## config.mk

```make
export PLATFORM = sky130hd
export DESIGN_NAME = cordic_seq_ctrl_flat
export DESIGN_NICKNAME = d
export VERILOG_FILES = /design/src/rtl/cordic_seq_ctrl_if.sv /design/src/rtl/cordic_seq_ctrl.sv /design/src/flat_wrapper.sv
export SDC_FILE = /design/constraint.sdc
export NUM_CORES = 1
export LEC_CHECK = 0
export CAP_MARGIN = 20
export CORE_ASPECT_RATIO = 0.9
export CORE_MARGIN = 3
export CORE_UTILIZATION = 35
export DETAILED_ROUTE_END_ITERATION = 7
export MAX_ROUTING_LAYER = met4
export PLACE_DENSITY = 0.58
export REMOVE_ABC_BUFFERS = 1
export SLEW_MARGIN = 20
export SYNTH_ARGS = -nofsm -noshare
export SYNTH_HDL_FRONTEND = slang
export SYNTH_SLANG_ARGS = --single-unit
export TNS_END_PERCENT = 10
```

## constraint.sdc

```tcl
create_clock -name clk -period 1.5 [get_ports clk]
set_input_delay 0.45 -clock clk [delete_from_list [all_inputs] [get_ports clk]]
set_output_delay 0.45 -clock clk [all_outputs]
set_load 0.01 [all_outputs]
```

## src/rtl/cordic_seq_ctrl_if.sv

```systemverilog
// Handshake bundle between the CORDIC datapath/sign detector and its
// sequencing controller.
interface cordic_seq_ctrl_if;
    logic       start;
    logic       mode;
    logic       abort;
    logic       sd_valid;
    logic       sd_sgn;
    logic       busy;
    logic       load_en;
    logic       sd_req;
    logic       rot_en;
    logic       rot_dir;
    logic [3:0] iter_idx;
    logic       done;
    logic       err;

    modport master (
        output start, mode, abort, sd_valid, sd_sgn,
        input  busy, load_en, sd_req, rot_en, rot_dir,
        input  iter_idx, done, err
    );

    modport slave (
        input  start, mode, abort, sd_valid, sd_sgn,
        output busy, load_en, sd_req, rot_en, rot_dir,
        output iter_idx, done, err
    );
endinterface

```

## src/rtl/cordic_seq_ctrl.sv

```systemverilog
// Sequencer for an iterative carry-save CORDIC: load, then per iteration
// ask the sign detector, wait for it, and issue one micro-rotation.
module cordic_seq_ctrl #(
    parameter int N_ITER  = 16,
    parameter int TIMEOUT = 4
) (
    input  logic             clk,
    input  logic             reset,
    cordic_seq_ctrl_if.slave bus
);

    typedef enum logic [2:0] {
        S_IDLE,
        S_LOAD,
        S_SIGN,
        S_WAIT,
        S_ROTATE,
        S_DONE
    } state_e;

    localparam logic [3:0] ITER_LAST = 4'(N_ITER - 1);
    localparam logic [3:0] WAIT_LAST = 4'(TIMEOUT - 1);

    state_e     state_q, state_d;
    logic [3:0] iter_q, iter_d;
    logic [3:0] wcnt_q, wcnt_d;
    logic       mode_q, mode_d;
    logic       dir_q, dir_d;
    logic       err_q, err_d;

    always_ff @(posedge clk or posedge reset) begin
        if (reset) begin
            state_q <= S_IDLE;
            iter_q  <= '0;
            wcnt_q  <= '0;
            mode_q  <= 1'b0;
            dir_q   <= 1'b0;
            err_q   <= 1'b0;
        end else begin
            state_q <= state_d;
            iter_q  <= iter_d;
            wcnt_q  <= wcnt_d;
            mode_q  <= mode_d;
            dir_q   <= dir_d;
            err_q   <= err_d;
        end
    end

    always_comb begin
        state_d = state_q;
        iter_d  = iter_q;
        wcnt_d  = wcnt_q;
        mode_d  = mode_q;
        dir_d   = dir_q;
        err_d   = err_q;
        unique case (state_q)
            S_IDLE: begin
                if (bus.start && !bus.abort) begin
                    state_d = S_LOAD;
                    mode_d  = bus.mode;
                    err_d   = 1'b0;
                    iter_d  = '0;
                end
            end
            S_LOAD: state_d = S_SIGN;
            S_SIGN: begin
                state_d = S_WAIT;
                wcnt_d  = '0;
            end
            S_WAIT: begin
                // Vectoring drives Y to zero, rotation drives Z to zero
                if (bus.sd_valid) begin
                    state_d = S_ROTATE;
                    dir_d   = mode_q ? bus.sd_sgn : ~bus.sd_sgn;
                end else if (wcnt_q == WAIT_LAST) begin
                    state_d = S_DONE;
                    err_d   = 1'b1;
                end else begin
                    wcnt_d = wcnt_q + 4'd1;
                end
            end
            S_ROTATE: begin
                if (iter_q == ITER_LAST) begin
                    state_d = S_DONE;
                end else begin
                    state_d = S_SIGN;
                    iter_d  = iter_q + 4'd1;
                end
            end
            S_DONE: state_d = S_IDLE;
            default: state_d = S_IDLE;
        endcase
        // Abort overrides everything and leaves the bookkeeping untouched
        if (bus.abort && state_q != S_IDLE) begin
            state_d = S_IDLE;
            iter_d  = iter_q;
            wcnt_d  = wcnt_q;
            mode_d  = mode_q;
            dir_d   = dir_q;
            err_d   = err_q;
        end
    end

    assign bus.busy     = (state_q != S_IDLE);
    assign bus.load_en  = (state_q == S_LOAD);
    assign bus.sd_req   = (state_q == S_SIGN);
    assign bus.rot_en   = (state_q == S_ROTATE);
    assign bus.rot_dir  = (state_q == S_ROTATE) & dir_q;
    assign bus.iter_idx = iter_q;
    assign bus.done     = (state_q == S_DONE);
    assign bus.err      = err_q;

endmodule

```

## src/flat_wrapper.sv

```systemverilog
// flat-port wrapper written by rule: the top's interface ports become plain ports
module cordic_seq_ctrl_flat 
#(
    parameter int N_ITER  = 16,
    parameter int TIMEOUT = 4
)
  (clk, reset, bus_start, bus_mode, bus_abort, bus_sd_valid, bus_sd_sgn, bus_busy, bus_load_en, bus_sd_req, bus_rot_en, bus_rot_dir, bus_iter_idx, bus_done, bus_err);
  cordic_seq_ctrl_if bus_i ();
  input  logic clk;
  input  logic reset;
  input wire logic [$bits(bus_i.start)-1:0] bus_start;
  input wire logic [$bits(bus_i.mode)-1:0] bus_mode;
  input wire logic [$bits(bus_i.abort)-1:0] bus_abort;
  input wire logic [$bits(bus_i.sd_valid)-1:0] bus_sd_valid;
  input wire logic [$bits(bus_i.sd_sgn)-1:0] bus_sd_sgn;
  output wire logic [$bits(bus_i.busy)-1:0] bus_busy;
  output wire logic [$bits(bus_i.load_en)-1:0] bus_load_en;
  output wire logic [$bits(bus_i.sd_req)-1:0] bus_sd_req;
  output wire logic [$bits(bus_i.rot_en)-1:0] bus_rot_en;
  output wire logic [$bits(bus_i.rot_dir)-1:0] bus_rot_dir;
  output wire logic [$bits(bus_i.iter_idx)-1:0] bus_iter_idx;
  output wire logic [$bits(bus_i.done)-1:0] bus_done;
  output wire logic [$bits(bus_i.err)-1:0] bus_err;
  assign bus_i.start = bus_start;
  assign bus_i.mode = bus_mode;
  assign bus_i.abort = bus_abort;
  assign bus_i.sd_valid = bus_sd_valid;
  assign bus_i.sd_sgn = bus_sd_sgn;
  assign bus_busy = bus_i.busy;
  assign bus_load_en = bus_i.load_en;
  assign bus_sd_req = bus_i.sd_req;
  assign bus_rot_en = bus_i.rot_en;
  assign bus_rot_dir = bus_i.rot_dir;
  assign bus_iter_idx = bus_i.iter_idx;
  assign bus_done = bus_i.done;
  assign bus_err = bus_i.err;
  cordic_seq_ctrl #(.N_ITER(N_ITER), .TIMEOUT(TIMEOUT)) u_core (.clk(clk), .reset(reset), .bus(bus_i));
endmodule
```

==> flow_summary_export.csv <==
group,metric,value,unit
outcome,status,"finished, violations left",
outcome,violations,"negative setup slack",
route,drt-pass1-iter-count,4,
sta,fin_setup_tns,-1750,ps
sta,max_slew.worst_pin.slew,345,ps
global_routing,grt_overflow,0,
logic_synthesis,ys_warn_count,0,
route,ant_nets,0,
placement,post-place-ws,-452,ps
sta,final.min_clock_period,1830,ps
setup_path,arrival,1380,ps
flow_run,maxCapViolations,0,
setup_path,required,1050,ps
placement,gp_congestion,0.816,
sta,finalSetupViolCount,12,
logic_synthesis,synthDistinctLibCells,41,
global_routing,grt_pass1_vias,841,
sta,fmax,547,MHz
final_layout,synthToLayoutAreaGrowth,43.2,%
setup_path,ff2ff_path_depth,4,
die,fp.coreArea,2280,sq um
logic_synthesis,synth.avg_cell_area,9.60,sq um
logic_synthesis,synthTopCellsByArea,"dfrtp_1, nand2_1, buf_6",
global_routing,grt_pass1_wl,4060,um
logic_synthesis,synth_ff_type,"dfrtp_1",
sta,period_share,1.22,
logic_synthesis,synth_area,883,sq um
sta,rsz0062_at_grt,"true",
clocking,worstSkewPairLatency,290,ps
clocking,htreeDepth,1,
final_layout,diodes,0,
logic_synthesis,synth_cells,92,
setup_path,crit_fanout,8,
setup_path,r2r_setup_slack,-130,ps
route,viasPerCell,5.46,
die,die_area,3160,sq um
logic_synthesis,ys_async_sr_fraction,1.00,
route,drc,0,
final_layout,final_util,0.554,
setup_path,crit_path_end_kind,"primary output",
die,die_h,53.7,um
final_layout,num-nets-final,138,
logic_synthesis,synth_top_area_cell,"dfrtp_1",
setup_path,start_kind,"flip-flop",
sta,clock_skew,13.2,ps
placement,post_dp_cell_area,1180,sq um
route,finalWirelength,2370,um
final_layout,post-route-cell-area,1260,sq um
sta,slew_headroom,0.770,
die,io_pins,18,
logic_synthesis,synth_top_area_frac,0.397,
clocking,cts_tree,"done",
die,num_rows,16,
clocking,cts_buffer_depth,2,
placement,dp.final_hpwl,1690,um
final_layout,drive_above_1_share,0.370,
die,start_util,0.387,
power_and_ir_drop,leakage,0.606,nW
clocking,clock_sinks,14,
sta,timing.final.ws_setup,-329,ps
final_layout,final.fill_count,213,
route,wl_per_cell,15.4,um
power_and_ir_drop,max-vdd-ir-drop,0.000760,V
setup_path,path_class,"reg2out",
sta,hold_violations,0,
worst_hold_path,min-delay-path-class,"in2async",
logic_synthesis,synth_edf_count,0,
setup_path,timing.rr.end,"u_core.mode_q$_DFFE_PP0P_",
die,dieWidth,59.0,um
placement,portBuffers,17,
clocking,clkSlewWorstSetupHoldPaths,90,ps
global_routing,antenna_found_initial,0,
global_routing,grt_max_degree,15,
global_routing,grt.total_usage,0.181,
sta,drv_slew,0,
logic_synthesis,synth_common_cells,"dfrtp_1, nand2_1, nand3_1, inv_1, o211ai_1",
logic_synthesis,synth-seq-area-share,0.397,
logic_synthesis,synth-seq-cells,14,
route,drt_iter0_markers,34,
clocking,cts_inserted_buffers,3,
clocking,cts_root_buf,"clkbuf_4",
route,vias,841,
power_and_ir_drop,p_per_area,1030,nW/um^2
logic_synthesis,synth.most_common_cell,"dfrtp_1",
setup_path,r2r-start,"u_core.state_q[2]$_DFFE_PP0P_",
-- stage by stage --
| step | power, mW | cells | hold WS, ps |
|---|---|---|---|
| 5_1_grt | 1.41 | 154 | 481 |
| 4_1_cts | 1.27 | 153 | 483 |
| 3_5_place_dp | 1.05 | 148 | 504 |
| 3_3_place_gp | 1.05 | 148 | 500 |
| 2_1_floorplan | 0.801 | 85 | 339 |
| 6_report | 1.30 | 154 | 465 |
-- registers in the layout, summed over array words and instances, names as in the netlist --
signal / flops
u_core.bus.iter_idx: 4
u_core.wcnt_q: 4
u_core.state_q: 3
u_core.bus.err: 1
u_core.dir_q: 1
u_core.mode_q: 1
-- how the worst max path moves through the flow --
stage	start	endpoint	slack (ps)	depth (start not counted)
after CTS	u_core.state_q[1]$_DFFE_PP0P_	bus_rot_dir	-320	4
after detailed placement	bus_start	u_core.mode_q$_DFFE_PP0P_	-450	4
after global routing	u_core.state_q[0]$_DFFE_PP0P_	bus_rot_dir	-390	4
after global placement	bus_start	u_core.mode_q$_DFFE_PP0P_	-440	4
final	u_core.state_q[2]$_DFFE_PP0P_	bus_busy	-330	3
after floorplan	u_core.state_q[0]$_DFFE_PP0P_	bus_rot_dir	-250	3
-- cells by family after synthesis --
logic type               share of synthesized area
multiplexers                                0.0255
XOR/XNOR                                   0.00992
adder cells (fa/ha/maj)                     0.0283
AND/OR/NAND/NOR                              0.229
AO/OA/AOI/OAI                                0.224
flip-flops                                   0.397
buffers and inverters                       0.0864
-- routing by layer --
metal / routed length, um / share of wire / vias up / GRT usage
met5: 0 / 0 / - / -
met4: 40 / 0.017 / 0 / 0.0679
met3: 120 / 0.051 / 6 / 0.0528
met2: 1090 / 0.46 / 26 / 0.244
met1: 1130 / 0.47 / 391 / 0.251
li1: - / - / 418 / -
-- worst max-delay path, cell delays in order (launching register included) --
cell and delay, ps:
dfrtp_1 410, buf_6 140, or3_1 380, buf_2 150
-- cells in the final DEF, fill, tap and decap left out, types with 2 or more instances in the layout --
cell              n
buf_4            19
dfrtp_1          14
nand2_1           9
nand3_1           6
inv_1             5
clkdlybuf4s50_1   5
dlygate4sd2_1     5
buf_6             5
o211ai_1          4
buf_2             4
a21oi_1           3
nor3b_2           3
a31oi_1           3
clkbuf_4          3
nor2_1            2
or3b_4            2
a2bb2oi_1         2
o31ai_1           2
ha_1              2
-- power by group --
| part | leakage, nW | total [mW] | internal, mW | switching, mW |
|---|---|---|---|---|
| Sequential | 0.178 | 0.565 | 0.470 | 0.0953 |
| Combinational | 0.414 | 0.518 | 0.281 | 0.237 |
| Clock | 0.0138 | 0.218 | 0.0934 | 0.124 |
-- final cells by class --
cell class | count | area (sq um) | area share
repair buffers | 39 | 323 | 0.255
well taps | 27 | 33.8 | 0.0267
clock buffers | 3 | 22.5 | 0.0178
flip-flops and latches | 14 | 350 | 0.277
multi-input cells | 65 | 513 | 0.406
inverters | 6 | 22.5 | 0.0178
-- repair_timing --
item                                    4_1_cts  5_1_grt
pin swaps                                     7        2
buffers inserted                              2        1
resized for setup                            41       12
endpoints found under the setup margin       21       17
hold buffers                                  0        0
Note: power is estimated with default switching activity, not from simulation.
